<file path="src/rtl/alu_ctrl_unit_if.sv">
// alu_ctrl_unit_if: decode-to-ALU-control handshake bundle.
// Signals:
//   valid_i    decode presents an operation
//   ready_o    unit can accept an operation this cycle
//   ALUOp_i    operation class from main control
//   funct_i    {funct7[6:0], funct3[2:0]}
//   flush_i    synchronous abort of any pending operation
//   ALUCtrl_o  registered ALU control code
//   valid_o    one-cycle strobe, ALUCtrl_o final for this operation
//   illegal_o  one-cycle strobe alongside valid_o for undecodable encodings
interface alu_ctrl_unit_if;
    logic       valid_i;
    logic       ready_o;
    logic [1:0] ALUOp_i;
    logic [9:0] funct_i;
    logic       flush_i;
    logic [2:0] ALUCtrl_o;
    logic       valid_o;
    logic       illegal_o;
    modport master (
        output valid_i, ALUOp_i, funct_i, flush_i,
        input  ready_o, ALUCtrl_o, valid_o, illegal_o
    );
    modport slave (
        input  valid_i, ALUOp_i, funct_i, flush_i,
        output ready_o, ALUCtrl_o, valid_o, illegal_o
    );
endinterface

</file>
<file path="src/rtl/alu_ctrl_unit.sv">
// alu_ctrl_unit: translates decoded ALUOp/funct into the 3-bit ALU control code.
// Ports:
//   clk_i  clock, rising edge
//   rst_i  asynchronous active-low reset
//   bus    alu_ctrl_unit_if.slave (valid/ready handshake, flush, code and strobes)
// Parameter MUL_LAT (1..15): cycles from MUL acceptance to valid_o.
// Macro ALU_CTRL_MUL_EN: when defined, MUL decode and the multi-cycle MULWAIT
// stall are built; otherwise MUL encodings are illegal and ready_o is tied high.
module alu_ctrl_unit #(
    parameter int unsigned MUL_LAT = 3
) (
    input logic            clk_i,
    input logic            rst_i,
    alu_ctrl_unit_if.slave bus
);
    localparam logic [2:0] AND_C = 3'b000;
    localparam logic [2:0] OR_C  = 3'b001;
    localparam logic [2:0] ADD_C = 3'b010;
    localparam logic [2:0] SUB_C = 3'b110;
    localparam logic [2:0] SLT_C = 3'b111;
    if (MUL_LAT < 1 || MUL_LAT > 15) begin : g_bad_lat
        $error("alu_ctrl_unit: MUL_LAT must be 1..15");
    end
    logic [6:0] f7;
    logic [2:0] f3;
    logic [2:0] code;
    logic       illegal;
    logic       ready;
    logic       accept;
    logic [2:0] ctrl_q, ctrl_d;
    logic       valid_q, valid_d;
    logic       illegal_q, illegal_d;
    assign f7 = bus.funct_i[9:3];
    assign f3 = bus.funct_i[2:0];
`ifdef ALU_CTRL_MUL_EN
    localparam logic [2:0] MUL_C = 3'b011;
    typedef enum logic {IDLE, MULWAIT} state_t;
    state_t     state_q, state_d;
    logic [3:0] cnt_q, cnt_d;
    logic       is_mul;
    assign is_mul = bus.ALUOp_i == 2'b10 && f7 == 7'b0000001 && f3 == 3'b000;
    assign ready  = state_q == IDLE;
`else
    assign ready = 1'b1;
`endif
    assign accept = bus.valid_i && ready && !bus.flush_i;
    always_comb begin
        code    = ADD_C;
        illegal = 1'b0;
        case (bus.ALUOp_i)
            2'b00: code = ADD_C;
            2'b01: code = SUB_C;
            2'b10: begin
                if (f7 == 7'b0000000 && f3 == 3'b111) code = AND_C;
                else if (f7 == 7'b0000000 && f3 == 3'b110) code = OR_C;
                else if (f7 == 7'b0000000 && f3 == 3'b000) code = ADD_C;
                else if (f7 == 7'b0100000 && f3 == 3'b000) code = SUB_C;
                else if (f7 == 7'b0000000 && f3 == 3'b010) code = SLT_C;
`ifdef ALU_CTRL_MUL_EN
                else if (is_mul) code = MUL_C;
`endif
                else illegal = 1'b1;
            end
            default: illegal = f3 != 3'b000;
        endcase
    end
    always_comb begin
        ctrl_d    = ctrl_q;
        valid_d   = 1'b0;
        illegal_d = 1'b0;
        if (accept) begin
            ctrl_d    = code;
            valid_d   = 1'b1;
            illegal_d = illegal;
        end
`ifdef ALU_CTRL_MUL_EN
        state_d = state_q;
        cnt_d   = cnt_q;
        if (state_q == MULWAIT) begin
            if (cnt_q == 4'd0) begin
                state_d = IDLE;
                valid_d = 1'b1;
            end else begin
                cnt_d = cnt_q - 4'd1;
            end
        end else if (accept && is_mul && MUL_LAT > 1) begin
            // Completion strobe deferred until the countdown expires.
            valid_d = 1'b0;
            state_d = MULWAIT;
            cnt_d   = 4'(MUL_LAT - 2);
        end
        // Flush wins over a same-edge accept or MUL completion.
        if (bus.flush_i) begin
            state_d = IDLE;
            cnt_d   = 4'd0;
            valid_d = 1'b0;
        end
`endif
    end
    always_ff @(posedge clk_i or negedge rst_i) begin
        if (!rst_i) begin
            ctrl_q    <= ADD_C;
            valid_q   <= 1'b0;
            illegal_q <= 1'b0;
`ifdef ALU_CTRL_MUL_EN
            state_q   <= IDLE;
            cnt_q     <= 4'd0;
`endif
        end else begin
            ctrl_q    <= ctrl_d;
            valid_q   <= valid_d;
            illegal_q <= illegal_d;
`ifdef ALU_CTRL_MUL_EN
            state_q   <= state_d;
            cnt_q     <= cnt_d;
`endif
        end
    end
    assign bus.ready_o   = ready;
    assign bus.ALUCtrl_o = ctrl_q;
    assign bus.valid_o   = valid_q;
    assign bus.illegal_o = illegal_q;
endmodule

</file>
<file path="src/flat_wrapper.sv">
// flat-port wrapper written by rule: the top's interface ports become plain ports
module alu_ctrl_unit_flat 
#(
    parameter int unsigned MUL_LAT = 3
)
  (clk_i, rst_i, bus_valid_i, bus_ALUOp_i, bus_funct_i, bus_flush_i, bus_ready_o, bus_ALUCtrl_o, bus_valid_o, bus_illegal_o);
  alu_ctrl_unit_if bus_i ();
  input logic clk_i;
  input logic rst_i;
  input wire logic [$bits(bus_i.valid_i)-1:0] bus_valid_i;
  input wire logic [$bits(bus_i.ALUOp_i)-1:0] bus_ALUOp_i;
  input wire logic [$bits(bus_i.funct_i)-1:0] bus_funct_i;
  input wire logic [$bits(bus_i.flush_i)-1:0] bus_flush_i;
  output wire logic [$bits(bus_i.ready_o)-1:0] bus_ready_o;
  output wire logic [$bits(bus_i.ALUCtrl_o)-1:0] bus_ALUCtrl_o;
  output wire logic [$bits(bus_i.valid_o)-1:0] bus_valid_o;
  output wire logic [$bits(bus_i.illegal_o)-1:0] bus_illegal_o;
  assign bus_i.valid_i = bus_valid_i;
  assign bus_i.ALUOp_i = bus_ALUOp_i;
  assign bus_i.funct_i = bus_funct_i;
  assign bus_i.flush_i = bus_flush_i;
  assign bus_ready_o = bus_i.ready_o;
  assign bus_ALUCtrl_o = bus_i.ALUCtrl_o;
  assign bus_valid_o = bus_i.valid_o;
  assign bus_illegal_o = bus_i.illegal_o;
  alu_ctrl_unit #(.MUL_LAT(MUL_LAT)) u_core (.clk_i(clk_i), .rst_i(rst_i), .bus(bus_i));
endmodule
</file>
<file path="config.mk">
export PLATFORM = sky130hd
export DESIGN_NAME = alu_ctrl_unit_flat
export DESIGN_NICKNAME = d
export VERILOG_FILES = /design/src/rtl/alu_ctrl_unit_if.sv /design/src/rtl/alu_ctrl_unit.sv /design/src/flat_wrapper.sv
export SDC_FILE = /design/constraint.sdc
export NUM_CORES = 1
export LEC_CHECK = 0
export CORE_AREA = 2 2 39 41
export CTS_CLUSTER_DIAMETER = 60
export DETAILED_ROUTE_END_ITERATION = 8
export DIE_AREA = 0 0 41 43
export GPL_TIMING_DRIVEN = 1
export HOLD_SLACK_MARGIN = 0.06
export PLACE_DENSITY = 0.64
export RECOVER_POWER = 100
export SETUP_SLACK_MARGIN = 0.02
export SLEW_MARGIN = 20
export SYNTH_ARGS = -nofsm -noshare
export SYNTH_HDL_FRONTEND = slang
export SYNTH_SLANG_ARGS = --single-unit
</file>
<file path="constraint.sdc">
create_clock -name clk_i -period 1.45 [get_ports clk_i]
set_input_delay 0.29 -clock clk_i [delete_from_list [all_inputs] [get_ports clk_i]]
set_output_delay 0.29 -clock clk_i [all_outputs]
set_load 0.02 [all_outputs]
</file>
Word-level counts from Yosys, hierarchy flattened
Index checks and enable logic that the tools add are counted.

Equal/unequal tests: 6. Mux-type cells: 14. Reduce and logical (&&, ||, !) cells: 12.

Operators by type and width (number): $mux 3 (5); $eq 7x6->1 const B (1); $logic_not 7->1 (1); $mux 1 (7); $eq 3x3->1 const B (2); $logic_and 1x1->1 (6); $pmux 3 s2 (1); $eq 3x2->1 const B (1); $logic_not 3->1 (1); $reduce_bool 3->1 (1); $eq 2x1->1 const B (1); $eq 2x2->1 const B (1); $logic_not 2->1 (1); $pmux 1 s2 (1); $reduce_or 2->1 (1); $logic_not 1->1 (1).

Register bits after elaboration: 5. Input bits: 16. Output and inout bits: 6. Word-level logic and storage cells: 35.

Logic depth before layout (Yosys ltp)
Depth in word-level cells: 9. Mapped depth: 6. Depth with buffers taken out: 6.

Least setup slack after synthesis
OpenSTA, ideal clock, no wires.

Path kind: input to register. Start: input bus_ALUOp_i[0]. End: register u_core.ctrl_q[2] (netlist: u_core.bus.ALUCtrl_o[2]). Arrival: 0.948 ns. Required time: 1.329 ns. Setup slack: 0.381 ns. Stages: 6. Buffers on the path: 0. Cells stage by stage: inv_1 > ha_1 > nor2b_1 > nand3b_1 > o21bai_1 > a22o_1.

Word-level cells in the longest chain between the ends: 2. Elaborated cells between the ends (all ways): 3. Those cells by class: 2 x eq/ne; 1 x mux.

RTL lines: start: declaration (line flat_wrapper.sv:11) `input wire logic [$bits(bus_i.ALUOp_i)-1:0] bus_ALUOp_i;`; $eq 2x2->1 / $eq 2x1->1 (equally long branches) (line alu_ctrl_unit.sv:50) `case (bus.ALUOp_i)`; $pmux 3 s2 (*) (line alu_ctrl_unit.sv:50); end signal: assignment (line alu_ctrl_unit.sv:110) `ctrl_q <= ctrl_d;`; end: declaration (line alu_ctrl_unit.sv:30) `logic [2:0] ctrl_q, ctrl_d;`.

Mark *: on every way between the ends. The rest lies on a longest branch, timed or not. A chain may end at the register's enable or synchronous reset.

Final worst setup path
Start: register u_core.ctrl_q[1] (netlist: u_core.bus.ALUCtrl_o[1]). End: output bus_ALUCtrl_o[1].

RTL lines: end: declaration (line flat_wrapper.sv:15) `output wire logic [$bits(bus_i.ALUCtrl_o)-1:0] bus_ALUCtrl_o;`.

No word-level cell between the ends.

==> impl_metrics.toml <==
[floorplan]
core_area_um2 = 1384
io-pin-count = 22
dieArea_um2 = 1763
floorplan.die.width_um = 41
floorplan_die_height_um = 43
std_cell_rows = 14
start_util_pct = 24.77

[worst_setup_path]
worstSetupPathType = "reg -> out"
cp_max_fo = 2
arrival_ps = 1080
end_kind = "primary output"
worst_setup_path_start_kind = "flip-flop"
required_time_worst_endpoint_ps = 1160
timing.critical_path.max_delay_family = "flip-flops"
timing.critical_path.slowest_stage_cell = "sky130_fd_sc_hd__dfstp_1"
critical_path.max_stage_delay_ps = 510
path_buf_inv = 1
crit_path_cell_chain = "dlygate4sd2_1"

[yosys]
synthDistinctLibCells = 23
synth_enable_flop_cells = 0
synth-seq-area-share_pct = 36.86
seq_cells_post_synth = 5
async_reset_ff_share_pct = 100.0
ys.flop_type = "sky130_fd_sc_hd__dfrtp_1"
postSynthAreaPerCell_um2 = 9.523
yosys_warnings = 0
mappedNetlistNets = 55
synth.cell_area_um2 = 342.8
syn_inst_count = 36

[clock_network]
clkSlewWorstSetupHoldPaths_ps = 40
cts_post_setup_buffers_inserted = 0
tritoncts = "built"
clkLatencyLatePin_ps = 230
bufs_on_longest_clock_path = 2
cts_num_sinks = 5
htreeDepth = 1
clock_buffer_count_from_cts = 3
root_buffer = "sky130_fd_sc_hd__clkbuf_4"

[power_and_ir_drop]
leakage_nw = 0.3201
power.total_uw = 429.6
power-per-cell-area_nw_per_um2 = 697.9
worst_ir_drop_vdd_uv = 182.3

[global_routing]
grt_first_pass_wirelength_um = 1442
antenna_found_initial = 0
grt_start_max_net_pins = 6
groute.usage.overall_pct = 12.04
grt.overflow.total = 0
via_count_of_the_first_global_routing_pass = 374

[timing]
final.period_utilization_pct = 94.36
fin_crit_ps = 1368
timing.hold.ws_ps = 341.6
hold_violations = 0
fin_worst_skew_ps = 0
final-max-slew-violation-count = 0
grt_setup_unrepaired = "false"
fin_ws_ps = 81.71
setup_violations = 0
fmax_mhz = 730.8

[drt]
drc = 0
drt-vias-per-instance = 4.253
postRouteAntennaNets = 0
detail_route.iter0.violations = 1
wl_um = 796
drt_pre_antenna_iters = 4
via_count = 336
wl_per_cell_um = 10.08

[finish]
layout.cells.most_common_list = "sky130_fd_sc_hd__clkdlybuf4s50_1, sky130_fd_sc_hd__dlygate4sd2_1"
mostFrequentLayoutCell = "sky130_fd_sc_hd__clkdlybuf4s50_1"
stdcell_count = 79
finalNetCount = 83
final_cell_area_um2 = 615.6
antenna_cells_inserted = 0
area_delta_synth_final_pct = 79.56
drive_gt1_share_pct = 15.87

[place]
port_buffers = 20
detailedPlace.worstSlack_ps = -153.8
gpl.final_weighted_congestion = 0.6979
detailedPlacementHpwl_um = 680.2
dpl.cell_count = 75
cell_area_placed_um2 = 585.6

[run_status]
status = "complete, no violations"

[worst_hold_path]
timing.hold.worst.class = "in -> async"

[flow_run]
drv_cap = 0
## area by class of cell
type	instances	area, µm²
Sequential cell	5	126.4
Multi-Input combinational cell	26	193.9
Clock buffer	4	26.28
Timing Repair Buffer	24	234.0
Fill cell	139	768.2
Inverter	4	15.01
Tap cell	16	20.02
## through the flow
step	utilization, %	TNS, ps
after floorplan	-	0
after global placement	42.31	-512.1
after detailed placement	42.31	-510.6
after CTS	43.76	0
after global routing	44.48	0
final	44.48	0
## cell usage after synthesis, types with 2 or more instances
master                    number  share of area [%]
sky130_fd_sc_hd__nor2b_1       2                3.6
sky130_fd_sc_hd__nor2_1        3                3.3
sky130_fd_sc_hd__inv_1         4                4.4
sky130_fd_sc_hd__o21ai_0       2                2.9
sky130_fd_sc_hd__dfrtp_1       4                 29
sky130_fd_sc_hd__nand2_1       2                2.2
sky130_fd_sc_hd__ha_1          3                 11
## timing repair
action,4_1_cts,5_1_grt
hold buffers,0,0
resized for setup,5,6
gates cloned,0,0
pin swaps,0,4
endpoints found under the setup margin,5,2
hold endpoints to repair,0,0
## worst paths after layout
kind | to | start | slack (ps) | cells after the start
max | bus_ALUCtrl_o[1] | u_core.bus.ALUCtrl_o[1] | 80 | 1
min | u_core.bus.illegal_o | rst_i | 340 | 1
max reg2reg | u_core.bus.ALUCtrl_o[1] | u_core.bus.ALUCtrl_o[1] | 610 | 2
min reg2reg | u_core.bus.ALUCtrl_o[0] | u_core.bus.ALUCtrl_o[0] | 500 | 1
max in group asynchronous | u_core.bus.ALUCtrl_o[1] | rst_i | 850 | 1
min in group clk_i | u_core.bus.ALUCtrl_o[0] | u_core.bus.ALUCtrl_o[0] | 500 | 1
## report_power, final
| part | total, mW | internal [mW] | leakage (nW) | switching, mW |
|---|---|---|---|---|
| Combinational | 0.118 | 0.0663 | 0.242 | 0.0516 |
| Clock | 0.158 | 0.104 | 0.0150 | 0.0539 |
| Sequential | 0.154 | 0.150 | 0.0635 | 0.00355 |
## logic make-up (layout without fill, tap and decap cells)
| kind of cell | Yosys count | after routing | synth area share (%) |
|---|---|---|---|
| xor gates and xnor gates | 1 | 1 | 2.555 |
| muxes | 1 | 1 | 2.920 |
| adders and majority gates | 3 | 3 | 10.95 |
| AOI/OAI and AO/OA | 9 | 9 | 18.62 |
| other | 1 | 1 | 1.094 |
| and+or+nand+nor | 11 | 11 | 20.44 |
| buffers and inverters | 5 | 32 | 6.569 |
| DFF | 5 | 5 | 36.86 |
## state kept, by name, summed over array words and instances, names as in the netlist
signal,count
u_core.bus.ALUCtrl_o,3
u_core.bus.illegal_o,1
u_core.bus.valid_o,1
## routing by layer
layer / up-vias / wire length, µm / track usage (%)
li1: 177 / - / -
met1: 144 / 349 / 12.50
met2: 13 / 368 / 19.69
met3: 2 / 66 / 1.571
met4: 0 / 12 / 10.00
met5: - / 0 / 0
Note: power is estimated with default switching activity, not from simulation.
